File: config.mk
export PLATFORM = sky130hd
export DESIGN_NAME = button_conditioner
export DESIGN_NICKNAME = d
export VERILOG_FILES = /design/src/rtl/button_conditioner.sv
export SDC_FILE = /design/constraint.sdc
export NUM_CORES = 1
export LEC_CHECK = 0
export BUFFER_PORTS_ARGS = -buffer_cell sky130_fd_sc_hd__buf_2
export CAP_MARGIN = 20
export CORE_UTILIZATION = 67
export CTS_CLUSTER_SIZE = 24
export DETAILED_ROUTE_END_ITERATION = 8
export PLACE_DENSITY = 0.93
export SETUP_SLACK_MARGIN = 0.5
export SYNTH_ARGS = -nofsm -noshare
export SYNTH_HDL_FRONTEND = slang
export SYNTH_SLANG_ARGS = --single-unit
File: constraint.sdc
create_clock -name clk -period 16.6 [get_ports clk]
set_input_delay 3.32 -clock clk [delete_from_list [all_inputs] [get_ports clk]]
set_output_delay 3.32 -clock clk [all_outputs]
set_load 0.02 [all_outputs]
File: src/rtl/button_conditioner.sv
// Button conditioner: per-channel two-flop synchroniser, debounce FSM and
// auto-repeat generator. It turns raw board buttons into a clean level plus
// one-cycle press/release pulses.
module button_conditioner #(
    parameter int unsigned NUM_BTNS        = 4,
    parameter bit          ACTIVE_LOW      = 1'b0,
    parameter int unsigned DEBOUNCE_CYCLES = 250000,
    parameter int unsigned REPEAT_DELAY    = 12500000,
    parameter int unsigned REPEAT_PERIOD   = 2500000
) (
    input  logic                clk,
    input  logic                reset,
    input  logic [NUM_BTNS-1:0] btn_raw,
    output logic [NUM_BTNS-1:0] btn_level,
    output logic [NUM_BTNS-1:0] btn_press,
    output logic [NUM_BTNS-1:0] btn_release
);

    localparam int unsigned DebW = $clog2(DEBOUNCE_CYCLES + 1);
    localparam int unsigned RepW = (REPEAT_DELAY > 0) ? $clog2(REPEAT_DELAY + 1) : 1;

    // deb_cnt holds the number of agreeing samples already seen, so a commit
    // happens on the sample that makes DEBOUNCE_CYCLES in a row.
    localparam logic [DebW-1:0] DebLast = DebW'(DEBOUNCE_CYCLES - 1);
    localparam logic [RepW-1:0] RepDelay = RepW'(REPEAT_DELAY);
    // A period longer than the delay is clamped to the delay so the reload
    // value can never underflow.
    localparam logic [RepW-1:0] RepReload = (REPEAT_PERIOD <= REPEAT_DELAY) ?
                                            RepW'(REPEAT_DELAY - REPEAT_PERIOD) : '0;

    typedef enum logic [1:0] {
        StIdle,
        StPressWait,
        StHeld,
        StReleaseWait
    } state_e;

    logic [NUM_BTNS-1:0] raw_pol;
    logic [NUM_BTNS-1:0] s1_q, s2_q;

    assign raw_pol = ACTIVE_LOW ? ~btn_raw : btn_raw;

    // Two-flop synchroniser on the polarity-corrected pins.
    always_ff @(posedge clk or posedge reset) begin
        if (reset) begin
            s1_q <= '0;
            s2_q <= '0;
        end else begin
            s1_q <= raw_pol;
            s2_q <= s1_q;
        end
    end

    for (genvar g = 0; g < NUM_BTNS; g++) begin : gen_chan
        state_e          state_q, state_d;
        logic [DebW-1:0] deb_cnt_q, deb_cnt_d;
        logic [RepW-1:0] rep_cnt_q, rep_cnt_d;
        logic            level_q, level_d;
        logic            press_q, press_d;
        logic            release_q, release_d;
        logic            sync;

        assign sync = s2_q[g];

        // Next-state: debounce in both directions, repeat counting while held.
        always_comb begin
            state_d   = state_q;
            deb_cnt_d = deb_cnt_q;
            rep_cnt_d = rep_cnt_q;
            level_d   = level_q;
            press_d   = 1'b0;
            release_d = 1'b0;

            unique case (state_q)
                StIdle: begin
                    if (sync) begin
                        if (DebLast == '0) begin
                            state_d   = StHeld;
                            level_d   = 1'b1;
                            press_d   = 1'b1;
                            rep_cnt_d = '0;
                        end else begin
                            state_d   = StPressWait;
                            deb_cnt_d = DebW'(1);
                        end
                    end
                end
                StPressWait: begin
                    if (!sync) begin
                        state_d   = StIdle;
                        deb_cnt_d = '0;
                    end else if (deb_cnt_q == DebLast) begin
                        state_d   = StHeld;
                        level_d   = 1'b1;
                        press_d   = 1'b1;
                        deb_cnt_d = '0;
                        rep_cnt_d = '0;
                    end else begin
                        deb_cnt_d = deb_cnt_q + DebW'(1);
                    end
                end
                StHeld, StReleaseWait: begin
                    if (sync) begin
                        // A sample back high while in release-wait counts as a
                        // held cycle; rep_cnt resumes from its frozen value.
                        state_d   = StHeld;
                        deb_cnt_d = '0;
                        if (REPEAT_DELAY != 0) begin
                            if (rep_cnt_q + RepW'(1) == RepDelay) begin
                                press_d   = 1'b1;
                                rep_cnt_d = RepReload;
                            end else begin
                                rep_cnt_d = rep_cnt_q + RepW'(1);
                            end
                        end
                    end else if ((state_q == StHeld && DebLast == '0) ||
                                 (state_q == StReleaseWait && deb_cnt_q == DebLast)) begin
                        state_d   = StIdle;
                        level_d   = 1'b0;
                        release_d = 1'b1;
                        deb_cnt_d = '0;
                    end else if (state_q == StHeld) begin
                        state_d   = StReleaseWait;
                        deb_cnt_d = DebW'(1);
                    end else begin
                        deb_cnt_d = deb_cnt_q + DebW'(1);
                    end
                end
                default: begin
                    state_d = StIdle;
                end
            endcase
        end

        // Channel state and registered outputs.
        always_ff @(posedge clk or posedge reset) begin
            if (reset) begin
                state_q   <= StIdle;
                deb_cnt_q <= '0;
                rep_cnt_q <= '0;
                level_q   <= 1'b0;
                press_q   <= 1'b0;
                release_q <= 1'b0;
            end else begin
                state_q   <= state_d;
                deb_cnt_q <= deb_cnt_d;
                rep_cnt_q <= rep_cnt_d;
                level_q   <= level_d;
                press_q   <= press_d;
                release_q <= release_d;
            end
        end

        assign btn_level[g]   = level_q;
        assign btn_press[g]   = press_q;
        assign btn_release[g] = release_q;
    end

endmodule

== Word-level counts from Yosys, hierarchy flattened ==
Cells that the tools add are included.
Storage, ports and cells
  flip-flop bits (word level): 196
  bits of input ports: 6
  output and inout bits: 12
  word-level logic and storage cells: 242
Cells by class
  add/sub/neg operators: 8
  eq/ne operators: 52
  mux-type cells: 128
  reduce and logical (&&, ||, !) cells: 28
Operators with widths (number)
  18-bit two-way mux: 24
  24-bit two-way mux: 16
  18-bit case mux with 3 select lines: 4
  24-bit case mux with 2 select lines: 4
  24-bit by 1-bit adder with 24-bit output (second input constant): 4
  24-bit == test (second input constant): 4
  18-bit by 1-bit adder with 18-bit output (second input constant): 4
  18-bit == test (second input constant): 4
  2-bit two-way mux: 24
  2-bit inequality test (second input constant): 24
  1-bit two-way mux: 44
  2-bit case mux with 3 select lines: 4
  5-bit AND reduction: 4
  2-bit == test (second input constant): 8
  4-bit inequality test (second input constant): 4
  1-bit case mux with 2 select lines: 8
  4-bit AND reduction: 4
  3-bit inequality test (second input constant): 4
  3-bit AND reduction: 4
  2-bit by 1-bit == test with 1-bit output (second input constant): 4
  2-bit logical NOT: 4
  2-bit nonzero test: 4
  2-bit OR reduction: 4
  1-bit logical AND: 4

== Depth between registers and ports, before layout ==
Gate-level depths: netlist of the first run.
  word-level depth: 5
  mapped depth: 10
  gate-level depth less buffers: 8

== Worst setup path before layout of the first run ==
Ideal clock, no wire load.
  path kind: flip-flop to output port
  from: register gen_chan[2].level_q
  to: output port btn_level[2]
  arrival: 0.518 ns
  data required time: 13.280 ns
  slack: 12.762 ns
  stages on the path, launching flop included: 2
  buffers on the path: 1
  cells stage by stage: dfrtp_1 -> buf_4
RTL lines
  start, declared: line 58  | logic level_q, level_d;
  start signal, assigned: line 148  | level_q <= level_d;
  end, declared: line 14  | output logic [NUM_BTNS-1:0] btn_level,
No word-level cell between the ends.

==> flow_summary.ini, run 1 <==
[synthesis]
ys_async_sr_fraction = 1.00
syn-num-nets = 1413
yosysSeqAreaShare = 0.416
synth_seq_cells = 196
synth_cell_types = 84
synth_edf_count = 0
synth_cells = 1399
yosysWarnings = 0
syn_area_per_cell_sq_um = 8.43
ys.flop_type = dfrtp_1
netlist_area_sq_mm = 0.0118

[placement]
dpl.cell_count = 1546
dpl.hpwl_um = 16800
place_congestion = 0.894
port_buffers = 17
dp_slack_ns = 11.51
place_area_sq_mm = 0.0117

[worst_hold_path]
hold_path_class = reg2reg
min_from = s1_q[2]$_DFF_PP0_
min_delay_path_depth = 0
hold_end = s2_q[2]$_DFF_PP0_

[pwr]
p_clk_frac = 0.460
p_leak_nw = 5.14
peakVddDrop_uv = 73.3
p_int_mw = 0.747
netSwitchingPower_mw = 0.213
p_seq_frac = 0.509
p_comb_frac = 0.031
p_per_area_mw_per_mm2 = 77.7
p_sw_frac = 0.222

[finish]
layout.cells.non_filler = 1580
num_antenna_cells = 0
fin_area_sq_mm = 0.0124
final_common_cell = dfrtp_1
syn2layout_area_growth_pct = 4.83
drive_above_1_share = 0.0716
fill_cells = 1236
num-nets-final = 1357
layout_common_cells = 196 x dfrtp_1, 185 x o21ai_0, 169 x nand2_1

[setup_path]
crit_buf_inv = 3
cp_top_family = buffers and inverters
path_cells = buf_2 > inv_8 > buf_4
critPathMaxStageDelay_ns = 0.83
cp.arrival_ns = 4.99
r2r_setup_slack_ns = 13.34
end_kind = async pin
crit_path_start_kind = input pin
crit_fanout = 125
r2r_end = gen_chan[2].rep_cnt_q[21]$_DFFE_PP0P_
slowest_stage = buf_4
r2r-start = gen_chan[2].rep_cnt_q[0]$_DFFE_PP0P_
r2r_cells = 9
worstPathRequired_ns = 17.05
criticalPathCategory = in2async

[clock_tree]
cts_tree = yes
cts_root_buffer = clkbuf_16
cts_buffers = 17
htree_levels = 4
max-clock-path-buffers = 2
clock_latency_ns = 0.44
post_cts_buffers = 0
path_clk_slew_ns = 0.06
postCtsHoldBufs = 0
cts_sinks = 196
post_cts_resized = 0

[die]
core_sq_mm = 0.0172
die_w_um = 135
ioPinCount = 18
dieHeight_um = 135
dieArea_sq_mm = 0.0181
rows = 48
initial_core_util = 0.684

[global_route]
grtUsageTotal = 0.304
grt_pass1_wl_um = 45300
globalRoute.totalOverflow = 0
grt_pass1_vias = 9763
grt_start_max_net_pins = 126
antenna_found_initial = 1

[timing]
clock.fmax_mhz = 220
hold_slack_ns = 0.353
setup_viol = 0
final.period_utilization = 0.274
tightest_slew_ns = 1.03
rsz0062_at_grt = no
fin_skew_ns = 0.0105
hold_violations = 0
period_needed_ns = 4.54
drv_slew = 0
finalWorstSetupSlack_ns = 12.06
finalSetupTns_ns = 0
slew_headroom = 0.314

[routing]
vias = 10600
vias_per_cell = 6.74
drt_wl_total_um = 26600
dr_wl_met3_um = 1730
drt_iter0_markers = 1122
antenna_left = 0
top_layer = met5
wl_per_cell_um = 16.8
wl_met1_um = 11400
first_pass_iters = 7
drc = 0
wl_met2_um = 13000

[outcome]
status = completed

[run]
maxCapViolations = 0
[flip-flops by register name, summed over array words and instances (netlist names)]
| register | flops |
|---|---|
| gen_chan.rep_cnt_q | 96 |
| s1_q | 4 |
| gen_chan.release_q | 4 |
| gen_chan.level_q | 4 |
| gen_chan.state_q | 8 |
| gen_chan.deb_cnt_q | 72 |
| gen_chan.press_q | 4 |
| s2_q | 4 |
[Yosys cell counts, types with 12 or more instances]
master	instances	area (sq um)
dfrtp_1	196	4900
nand2_1	169	634
xor2_1	22	193
inv_1	25	93.8
and2_1	21	131
nor2_1	123	462
clkbuf_1	59	221
o41ai_1	12	105
xnor2_1	19	166
nand3_1	77	385
nor4_1	32	200
and3_1	28	175
a31oi_1	27	169
buf_4	17	128
a22o_1	20	175
o21ai_0	187	936
buf_2	12	60.1
nor3_1	42	210
nor2b_1	17	106
a21oi_1	29	145
nand4_1	41	257
o31ai_1	30	225
[worst max path at each step]
stage | depth (start not counted) | startpoint | end
3_5_place_dp | 3 | reset | gen_chan[3].deb_cnt_q[11]$_DFFE_PP0P_
3_3_place_gp | 3 | reset | gen_chan[2].deb_cnt_q[1]$_DFFE_PP0P_
6_report | 3 | reset | gen_chan[3].deb_cnt_q[15]$_DFFE_PP0P_
4_1_cts | 3 | reset | gen_chan[2].rep_cnt_q[21]$_DFFE_PP0P_
5_1_grt | 3 | reset | gen_chan[2].deb_cnt_q[10]$_DFFE_PP0P_
2_1_floorplan | 1 | reset | gen_chan[0].deb_cnt_q[0]$_DFFE_PP0P_
[cell families (layout without fill, tap and decap cells)]
logic type / after synthesis / count (layout) / synth area share
xor gates and xnor gates: 41 / 41 / 0.0304
adders and majority gates: 8 / 8 / 0.00849
muxes: 13 / 13 / 0.0116
buffers and inverters: 127 / 83 / 0.0517
and+or+nand+nor: 643 / 643 / 0.286
AOI/OAI and AO/OA: 371 / 371 / 0.196
DFF: 196 / 196 / 0.416
[cell type report]
type                       instances  area, sq um  area share
multi-input combinational       1076         6290       0.509
sequential                       196         4900       0.397
clock buffer                      19          443      0.0358
tap                              225          282      0.0228
clock inverter                    12          178      0.0144
timing repair buffer              27          168      0.0136
inverter                          25          101     0.00820
[through the flow]
stage	utilization	power, mW
floorplan	-	0.519
global placement	0.680	0.526
detailed placement	0.680	0.528
CTS	0.716	0.964
global route	0.717	0.989
finish	0.717	0.960
[routing by layer]
metal	GRT usage	up-vias
met5	0	-
met4	0.117	2
met3	0.0544	66
met2	0.493	460
met1	0.407	5107
li1	-	5009
[power by group through the flow]
stage                     Combinational (mW)  Sequential, mW  Clock, mW
after floorplan                       0.0242           0.495          0
final                                 0.0299           0.489      0.442
after CTS                             0.0305           0.488      0.445
after global placement                0.0286           0.497          0
after global routing                  0.0344           0.489      0.465
after detailed placement              0.0304           0.498          0
Note: power is estimated with default switching activity, not from simulation.
==> inputs of run 2 (changes only) <==
--- a/config.mk
+++ b/config.mk
@@ -7,10 +7,10 @@
 export LEC_CHECK = 0
 export BUFFER_PORTS_ARGS = -buffer_cell sky130_fd_sc_hd__buf_2
 export CAP_MARGIN = 20
-export CORE_UTILIZATION = 67
+export CORE_UTILIZATION = 58
 export CTS_CLUSTER_SIZE = 24
 export DETAILED_ROUTE_END_ITERATION = 8
-export PLACE_DENSITY = 0.93
+export PLACE_DENSITY = 0.86
 export SETUP_SLACK_MARGIN = 0.5
 export SYNTH_ARGS = -nofsm -noshare
 export SYNTH_HDL_FRONTEND = slang
==> constraint.sdc (replaced) <==
create_clock -name clk -period 3.7 [get_ports clk]
set_input_delay 0.74 -clock clk [delete_from_list [all_inputs] [get_ports clk]]
set_output_delay 0.74 -clock clk [all_outputs]
set_load 0.02 [all_outputs]
==> run 2 against run 1 <==
Clock power grew to 4.1 times the previous value. Largest cell class unchanged. Global-route usage shrank 4.1 points. Hold slack lost 0.11 ns. Final area grew 1.1%. Flip-flop and latch count is the same. Setup slack lost 11 ns. Non-clock buffer count grew 8. Register-to-register slack lost 13 ns. Clock skew grew 0.00072 ns. Die area grew 15%. Cell count grew 3.0%. Critical path depth grew 5. Critical path type is now reg2reg.
==> flow_summary.ini, run 2 (synthesis gave the netlist of run 1 again) <==
[outcome]
status = completed

[routing]
drt_iter0_markers = 747
first_pass_iters = 5
drt_wl_total_um = 26000
antenna_left = 0
wl_per_cell_um = 16.0
vias = 10400
vias_per_cell = 6.40
drc = 0

[pwr]
peakVddDrop_uv = 358
netSwitchingPower_mw = 0.939
p_per_area_mw_per_mm2 = 333
p_comb_frac = 0.035
p_clk_frac = 0.439
p_int_mw = 3.22
p_seq_frac = 0.526
p_sw_frac = 0.226
p_leak_nw = 5.20

[timing]
hold_violations = 0
drv_slew = 0
setup_viol = 0
finalSetupTns_ns = 0
rsz0062_at_grt = no
final.period_utilization = 0.805
fin_skew_ns = 0.0113
tightest_slew_ns = 1.08
clock.fmax_mhz = 336
period_needed_ns = 2.98
slew_headroom = 0.281

[setup_path]
end_kind = register
criticalPathCategory = reg2reg
crit_fanout = 10
r2r_cells = 8
worstPathRequired_ns = 4.07
crit_path_start_kind = register
cp.arrival_ns = 3.35
slowest_stage = nor4_4
critPathMaxStageDelay_ns = 0.53
path_cells = ha_1 > nand4_1 > nor4_4 > a31oi_1 > or2_1 > or4_1 > o21a_1 > nor2_1
startpoint = gen_chan[2].rep_cnt_q[1]$_DFFE_PP0P_
r2r-start = gen_chan[2].rep_cnt_q[1]$_DFFE_PP0P_

[placement]
port_buffers = 17
dpl.hpwl_um = 17300
place_congestion = 0.981

[global_route]
globalRoute.totalOverflow = 0
grt_pass1_vias = 9644
antenna_found_initial = 0
grtUsageTotal = 0.263
grt_pass1_wl_um = 44700
grt_start_max_net_pins = 53

[clock_tree]
cts_buffers = 17
cts_root_buffer = clkbuf_16
cts_tree = yes
clock_latency_ns = 0.44
htree_levels = 4
cts_sinks = 196
max-clock-path-buffers = 2
path_clk_slew_ns = 0.07

[run]
maxCapViolations = 0

[finish]
drive_above_1_share = 0.0771
num-nets-final = 1365
largest_reg_flops = 96
final_common_cell = dfrtp_1
syn2layout_area_growth_pct = 5.98
layout_common_cells = 196 x dfrtp_1, 185 x o21ai_0, 169 x nand2_1
num_antenna_cells = 0
fill_cells = 1612
largest_registers = gen_chan.rep_cnt_q: 96 flops, gen_chan.deb_cnt_q: 72 flops, gen_chan.state_q: 8 flops
fin_util = 0.634
regMostFlops = gen_chan.rep_cnt_q

[die]
rows = 51
ioPinCount = 18
core_sq_mm = 0.0197
dieArea_sq_mm = 0.0209
initial_core_util = 0.598
die_w_um = 145
dieHeight_um = 145

[worst_hold_path]
hold_path_class = in2async
==> run 2: changes by cell type in the layout (fill, tap and decap cells not counted), sizes merged <==
cell	before	now
clkinvlp	0	3
buf	27	35
bufinv	4	2
inv	28	26
==> run 2: worst max-delay path: cells and delay by family (launching register included) <==
| kind | cells | cell delay [ns] |
|---|---|---|
| AND/OR/NAND/NOR | 5 | 1.69 |
| flip-flops | 1 | 0.50 |
| adder cells (fa/ha/maj) | 1 | 0.42 |
| AO/OA/AOI/OAI | 2 | 0.30 |
==> run 2: through the flow <==
step	area, sq um	std cells	power (mW)	setup slack [ns]	hold slack, ns
5_1_grt	12500	1627	4.31	0.505	0.255
6_report	12500	1627	4.16	0.722	0.243
3_5_place_dp	11900	1594	2.38	0.688	0.337
2_1_floorplan	11800	1399	2.33	0.428	0.331
4_1_cts	12400	1624	4.20	0.664	0.353
3_3_place_gp	11900	1594	2.37	0.755	0.335
==> run 2: cell type report <==
cell class / instances / area [sq um] / area share
inverters: 25 / 97.6 / 0.00781
clock buffers: 19 / 443 / 0.0354
flip-flops and latches: 196 / 4900 / 0.392
repair buffers: 35 / 283 / 0.0226
well taps: 265 / 332 / 0.0265
clock inverters: 11 / 129 / 0.0103
multi-input cells: 1076 / 6310 / 0.505
==> run 2: path summary, 6_finish.rpt <==
path	endpoint	slack, ns
max	gen_chan[2].rep_cnt_q[9]$_DFFE_PP0P_	0.72
min	gen_chan[0].rep_cnt_q[10]$_DFFE_PP0P_	0.24
max reg2reg	gen_chan[2].rep_cnt_q[9]$_DFFE_PP0P_	0.72
min reg2reg	s2_q[1]$_DFF_PP0_	0.35
max in group asynchronous	gen_chan[1].deb_cnt_q[17]$_DFFE_PP0P_	2.66
min in group clk	s2_q[1]$_DFF_PP0_	0.35
==> run 2: power groups by stage <==
stage | logic (mW) | clock network, mW | registers [mW]
floorplan | 0.109 | 0 | 2.22
global placement | 0.141 | 0 | 2.23
detailed placement | 0.146 | 0 | 2.23
CTS | 0.147 | 1.86 | 2.19
global route | 0.170 | 1.95 | 2.19
finish | 0.145 | 1.83 | 2.19
==> run 2: what timing repair did <==
item / 4_1_cts / 5_1_grt
resized for setup: 0 / 4
setup endpoints to repair: 0 / 17
hold buffers: 0 / 0
setup buffers: 0 / 2
==> run 2: metal layers <==
layer,vias up,wire length (um),GRT usage,share of wire
li1,5032,-,-,-
met2,308,12600,0.433,0.48
met5,-,0,0,0
met1,5035,11900,0.349,0.46
met3,37,1080,0.0490,0.042
met4,0,399,0.0837,0.015
